**config.mk**
```make
export PLATFORM = sky130hd
export DESIGN_NAME = ppfifo_stream_writer
export DESIGN_NICKNAME = d
export VERILOG_FILES = /design/src/rtl/ppfifo_stream_writer_pkg.sv /design/src/rtl/ppfifo_stream_writer.sv
export SDC_FILE = /design/constraint.sdc
export NUM_CORES = 1
export LEC_CHECK = 0
export ABC_AREA = 1
export CAP_MARGIN = 20
export CORE_MARGIN = 2
export CORE_UTILIZATION = 58
export CTS_CLUSTER_DIAMETER = 30
export DETAILED_ROUTE_END_ITERATION = 8
export GPL_TIMING_DRIVEN = 0
export HOLD_SLACK_MARGIN = 0.02
export PLACE_DENSITY_LB_ADDON = 0.1
export SYNTH_ARGS = -nofsm -noshare
export SYNTH_HDL_FRONTEND = slang
export SYNTH_SLANG_ARGS = --single-unit
```
**constraint.sdc**
```tcl
create_clock -name clk -period 4.2 [get_ports clk]
set_clock_uncertainty 0.2 [all_clocks]
set_input_delay 0.84 -clock clk [delete_from_list [all_inputs] [get_ports clk]]
set_output_delay 0.84 -clock clk [all_outputs]
set_load 0.01 [all_outputs]
```
**src/rtl/ppfifo_stream_writer_pkg.sv**
```systemverilog
// Shared definitions for the ping-pong FIFO stream writer and reader.
// State encodings and count width are common to both sides.
package ppfifo_stream_writer_pkg;

    localparam int CNT_W = 24;

    typedef logic [CNT_W-1:0] cnt_t;

    typedef enum logic [1:0] {
        ST_IDLE    = 2'd0,
        ST_ACTIVE  = 2'd1,
        ST_RELEASE = 2'd2
    } pp_state_t;

    // Both buffers free: take the one not released last, so buffers alternate.
    function automatic logic pick_buf(
        input logic [1:0] ready,
        input logic       last_buf
    );
        if (ready == 2'b11) begin
            return ~last_buf;
        end
        return ready[1];
    endfunction

endpackage

```
**src/rtl/ppfifo_stream_writer.sv**
```systemverilog
// Feeds a valid/ready word stream into the ping-pong FIFO write port,
// claiming one buffer at a time and releasing it on last/full/timeout.
module ppfifo_stream_writer
    import ppfifo_stream_writer_pkg::*;
#(
    parameter int DATA_WIDTH   = 8,
    parameter int IDLE_TIMEOUT = 0
) (
    input  logic                  clk,
    input  logic                  rst,
    input  logic [DATA_WIDTH-1:0] in_data,
    input  logic                  in_valid,
    output logic                  in_ready,
    input  logic                  in_last,
    input  logic [1:0]            write_ready,
    output logic [1:0]            write_activate,
    input  logic [23:0]           write_fifo_size,
    output logic                  write_strobe,
    output logic [DATA_WIDTH-1:0] write_data,
    output logic [31:0]           packets_written
);

    localparam cnt_t TIMEOUT    = cnt_t'(IDLE_TIMEOUT);
    localparam bit   TIMEOUT_EN = (IDLE_TIMEOUT != 0);

    pp_state_t             state, state_n;
    cnt_t                  count, count_n;
    cnt_t                  idle, idle_n;
    logic                  last_buf, last_buf_n;
    logic [1:0]            act_n;
    logic                  strobe_n;
    logic [DATA_WIDTH-1:0] data_n;
    logic [31:0]           pkts_n;

    logic                  sel;
    logic                  accept;
    cnt_t                  count_inc;
    cnt_t                  idle_inc;

    assign in_ready  = (state == ST_ACTIVE) && (count < write_fifo_size);
    assign accept    = in_valid && in_ready;
    assign count_inc = count + cnt_t'(1);
    assign idle_inc  = (idle == '1) ? idle : idle + cnt_t'(1);
    assign sel       = pick_buf(write_ready, last_buf);

    always_comb begin
        state_n    = state;
        count_n    = count;
        idle_n     = idle;
        last_buf_n = last_buf;
        act_n      = write_activate;
        strobe_n   = 1'b0;
        data_n     = write_data;
        pkts_n     = packets_written;
        unique case (state)
            ST_IDLE: begin
                if (write_fifo_size != '0 && write_ready != 2'b00) begin
                    act_n   = sel ? 2'b10 : 2'b01;
                    count_n = '0;
                    idle_n  = '0;
                    state_n = ST_ACTIVE;
                end
            end
            ST_ACTIVE: begin
                if (accept) begin
                    count_n  = count_inc;
                    data_n   = in_data;
                    strobe_n = 1'b1;
                    idle_n   = '0;
                    // last and full together still give a single release
                    if (in_last || count_inc == write_fifo_size) begin
                        state_n = ST_RELEASE;
                    end
                end else if (count != '0) begin
                    idle_n = idle_inc;
                    if (TIMEOUT_EN && idle_inc == TIMEOUT) begin
                        state_n = ST_RELEASE;
                    end
                end
            end
            ST_RELEASE: begin
                act_n      = 2'b00;
                last_buf_n = write_activate[1];
                pkts_n     = packets_written + 32'd1;
                state_n    = ST_IDLE;
            end
            default: begin
                act_n   = 2'b00;
                state_n = ST_IDLE;
            end
        endcase
    end

    always_ff @(posedge clk or posedge rst) begin
        if (rst) begin
            state           <= ST_IDLE;
            count           <= '0;
            idle            <= '0;
            last_buf        <= 1'b1;
            write_activate  <= 2'b00;
            write_strobe    <= 1'b0;
            write_data      <= '0;
            packets_written <= '0;
        end else begin
            state           <= state_n;
            count           <= count_n;
            idle            <= idle_n;
            last_buf        <= last_buf_n;
            write_activate  <= act_n;
            write_strobe    <= strobe_n;
            write_data      <= data_n;
            packets_written <= pkts_n;
        end
    end

endmodule

```
==> results.yml <==
run_status:
  status: "finished clean"
setup_path:
  critPathSlowestCell: "clkdlybuf4s50_1"
  cp_data_arrival_time_ps: 3090
  start_kind: "primary input"
  critPathCaptureType: "output port"
  crit_path_start: "write_fifo_size[1]"
  cp_max_fo: 4
  critPathTopFamily: "buffers and inverters"
  path_cells: "clkdlybuf4s50_1 -> inv_1 -> ha_1 -> a21oi_1 -> o21ai_0 -> nor3b_1 -> o21ai_0 -> nand2_1 -> inv_1 -> clkdlybuf4s50_1"
  crit_path_max_incr_delay_ps: 560
  cp.required_ps: 3160
  crit_type: "in2out"
  worst-path-buf-inv: 4
  reg2reg_from: "count[0]"
sta:
  slew_violations: 0
  fin_ws_ps: 66.6
  setup_viol: 0
  relSlewSlack_pct: 41.3
  hold_violations: 0
  period_needed_ps: 4130
  period_share_pct: 98.4
  tightestPinTransition_ps: 880
  clock.fmax_mhz: 242
  fin_hold_ws_ps: 288
floorplanning:
  std_cell_rows: 33
  die_area_mm2: 0.00931
  start_util_pct: 60.1
  die_w_um: 96.5
  coreArea_mm2: 0.00826
  die_h_um: 96.5
  ios: 82
route:
  wl_met3_mm: 1.07
  wl_per_cell_um: 15.2
  routed.top_layer: "met4"
  first_iter_violations: 301
  drcViolationCount: 0
  vias: 5136
  wl_met1_mm: 5.86
  wirelength_mm: 14.0
  first_pass_iters: 7
  wl_met2_mm: 6.63
  viasPerCell: 5.60
  antenna_left: 0
final_layout:
  fin_area_mm2: 0.00616
  num_antenna_cells: 0
  area_growth_pct: 24.1
  mostFrequentLayoutCell: "nand2_1"
  fillers: 657
  final_cell_mix: "225 x nand2_1, 97 x inv_1, 85 x nand3_1, 80 x clkdlybuf4s50_1, 69 x dfrtp_1"
  fin_nets: 871
  multiInputGateArea_mm2: 0.00284
  seq_area_mm2: 0.00175
  drive_above_1_share_pct: 6.03
  fin_cells: 917
clock_network:
  cts_tree: "done"
  clkLatencyLatePin_ps: 360
  ctsRootBufferMaster: "clkbuf_8"
  post_cts_buffers: 0
  cts_sinks: 70
  htree_levels: 3
  hold_buffers: 0
  clock_path_buffers: 2
  numCtsBuffers: 9
  clk_pin_slew_worst_paths_ps: 80
place:
  io_buffers: 81
  dp_hpwl_mm: 10.6
  placed_area_mm2: 0.00591
  post-place-ws_ps: -51.9
  place_inst: 901
  gp_congestion: 0.952
logic_synthesis:
  seq_area_frac_synth_pct: 35.3
  synth-warning-count: 0
  yosysUniqueCellTypes: 35
  ys.flop_type: "dfrtp_1"
  synth_area_mm2: 0.00496
  synth.ff_latch_count: 70
  avgSynthCellArea_um2: 6.94
  synth_edf_count: 0
  syn-num-nets: 779
  postSynth.asyncResetShare_pct: 100
  netlist_instances: 715
grt:
  grt_pass1_vias: 5030
  grt_max_degree: 71
  overflow: 0
  antenna_found_initial: 0
  grt_first_pass_wirelength_mm: 22.4
  grt_util_all_layers_pct: 31.3
power_and_ir_drop:
  vdd_drop_max_mv: 0.329
  powerDensity_mw_per_mm2: 350
  power.leakage_nw: 2.94
min_path:
  hold_start: "write_data[5]"
  hp-class: "reg2reg"
run:
  drv_cap: 0
[state kept, by name, indices dropped and copies added, names as in the netlist]
| register | flops |
|---|---|
| last_buf | 1 |
| count | 24 |
| write_activate | 2 |
| state | 2 |
| packets_written | 32 |
| write_data | 8 |
| write_strobe | 1 |
[per-layer routing]
layer | vias to the layer above | GRT usage [%]
met3 | 35 | 6.44
met2 | 239 | 52.4
met5 | - | 0
met4 | 0 | 12.0
li1 | 2505 | -
met1 | 2357 | 39.8
[layout make-up]
type,count,area share [%]
timing repair buffer,81,13.2
buffer,6,0.447
clock buffer,10,2.07
clock inverter,6,1.52
sequential,70,28.5
multi-input combinational,540,46.1
inverter,99,6.07
tap,105,2.13
[power breakdown]
part	internal [mW]	switching [mW]	total, mW
combinational	0.293	0.401	0.694
sequential	0.762	0.0727	0.835
clock	0.340	0.288	0.628
[tightest hold or removal path, stage by stage (launching register included)]
cell	delay, ps
dfrtp_1	350
nand2_1	50
nand2_1	50
[stage by stage]
stage,util [%],power (mW),TNS [ps]
final,74.6,2.16,0
after global routing,74.6,2.28,-38.7
after CTS,74.4,2.16,0
after detailed placement,71.5,1.52,-51.9
after global placement,71.5,1.50,-7.27
after floorplan,-,1.20,0
[worst paths after layout]
| kind | endpoint | slack, ps | cells past startpoint |
|---|---|---|---|
| hold / removal | write_data[5] | 290 | 2 |
| setup / recovery | in_ready | 70 | 10 |
| hold reg to reg | write_data[5] | 290 | 2 |
| min in group asynchronous | write_data[1] | 830 | 2 |
| max in group asynchronous | count[16] | 2410 | 2 |
| setup reg to reg | state[0] | 1430 | 11 |
[what timing repair did]
| action | CTS | global route |
|---|---|---|
| endpoints found under the setup margin | 1 | 1 |
| resized for setup | 4 | 4 |
| gates cloned | 0 | 0 |
| pin swaps | 0 | 0 |
[Yosys cell counts (2+ instances only)]
master | n | area (um^2)
a21oi_1 | 15 | 75.1
buf_2 | 4 | 20.0
clkbuf_1 | 2 | 7.51
dfrtp_1 | 69 | 1730
ha_1 | 26 | 325
inv_1 | 98 | 368
nand2_1 | 225 | 845
nand2_2 | 5 | 31.3
nand3_1 | 85 | 425
nand4_1 | 18 | 113
nor2_1 | 56 | 210
nor2_2 | 8 | 50.1
nor2_4 | 3 | 33.8
nor3_1 | 10 | 50.1
nor4_1 | 7 | 43.8
o21ai_0 | 26 | 130
o21ai_1 | 2 | 10.0
o22ai_1 | 10 | 62.6
xnor2_1 | 9 | 78.8
xor2_1 | 22 | 193
[logic make-up (layout without fill, tap and decap cells)]
kind of cell             Yosys count  in the layout  share of synthesized area [%]
AND/OR/NAND/NOR                  423            423                           37.9
buffers and inverters            105            202                           8.04
flip-flops                        70             70                           35.3
AO/OA/AOI/OAI                     60             60                           6.71
XOR/XNOR                          31             31                           5.47
adder cells (fa/ha/maj)           26             26                           6.56
Note: power is estimated with default switching activity, not from simulation.
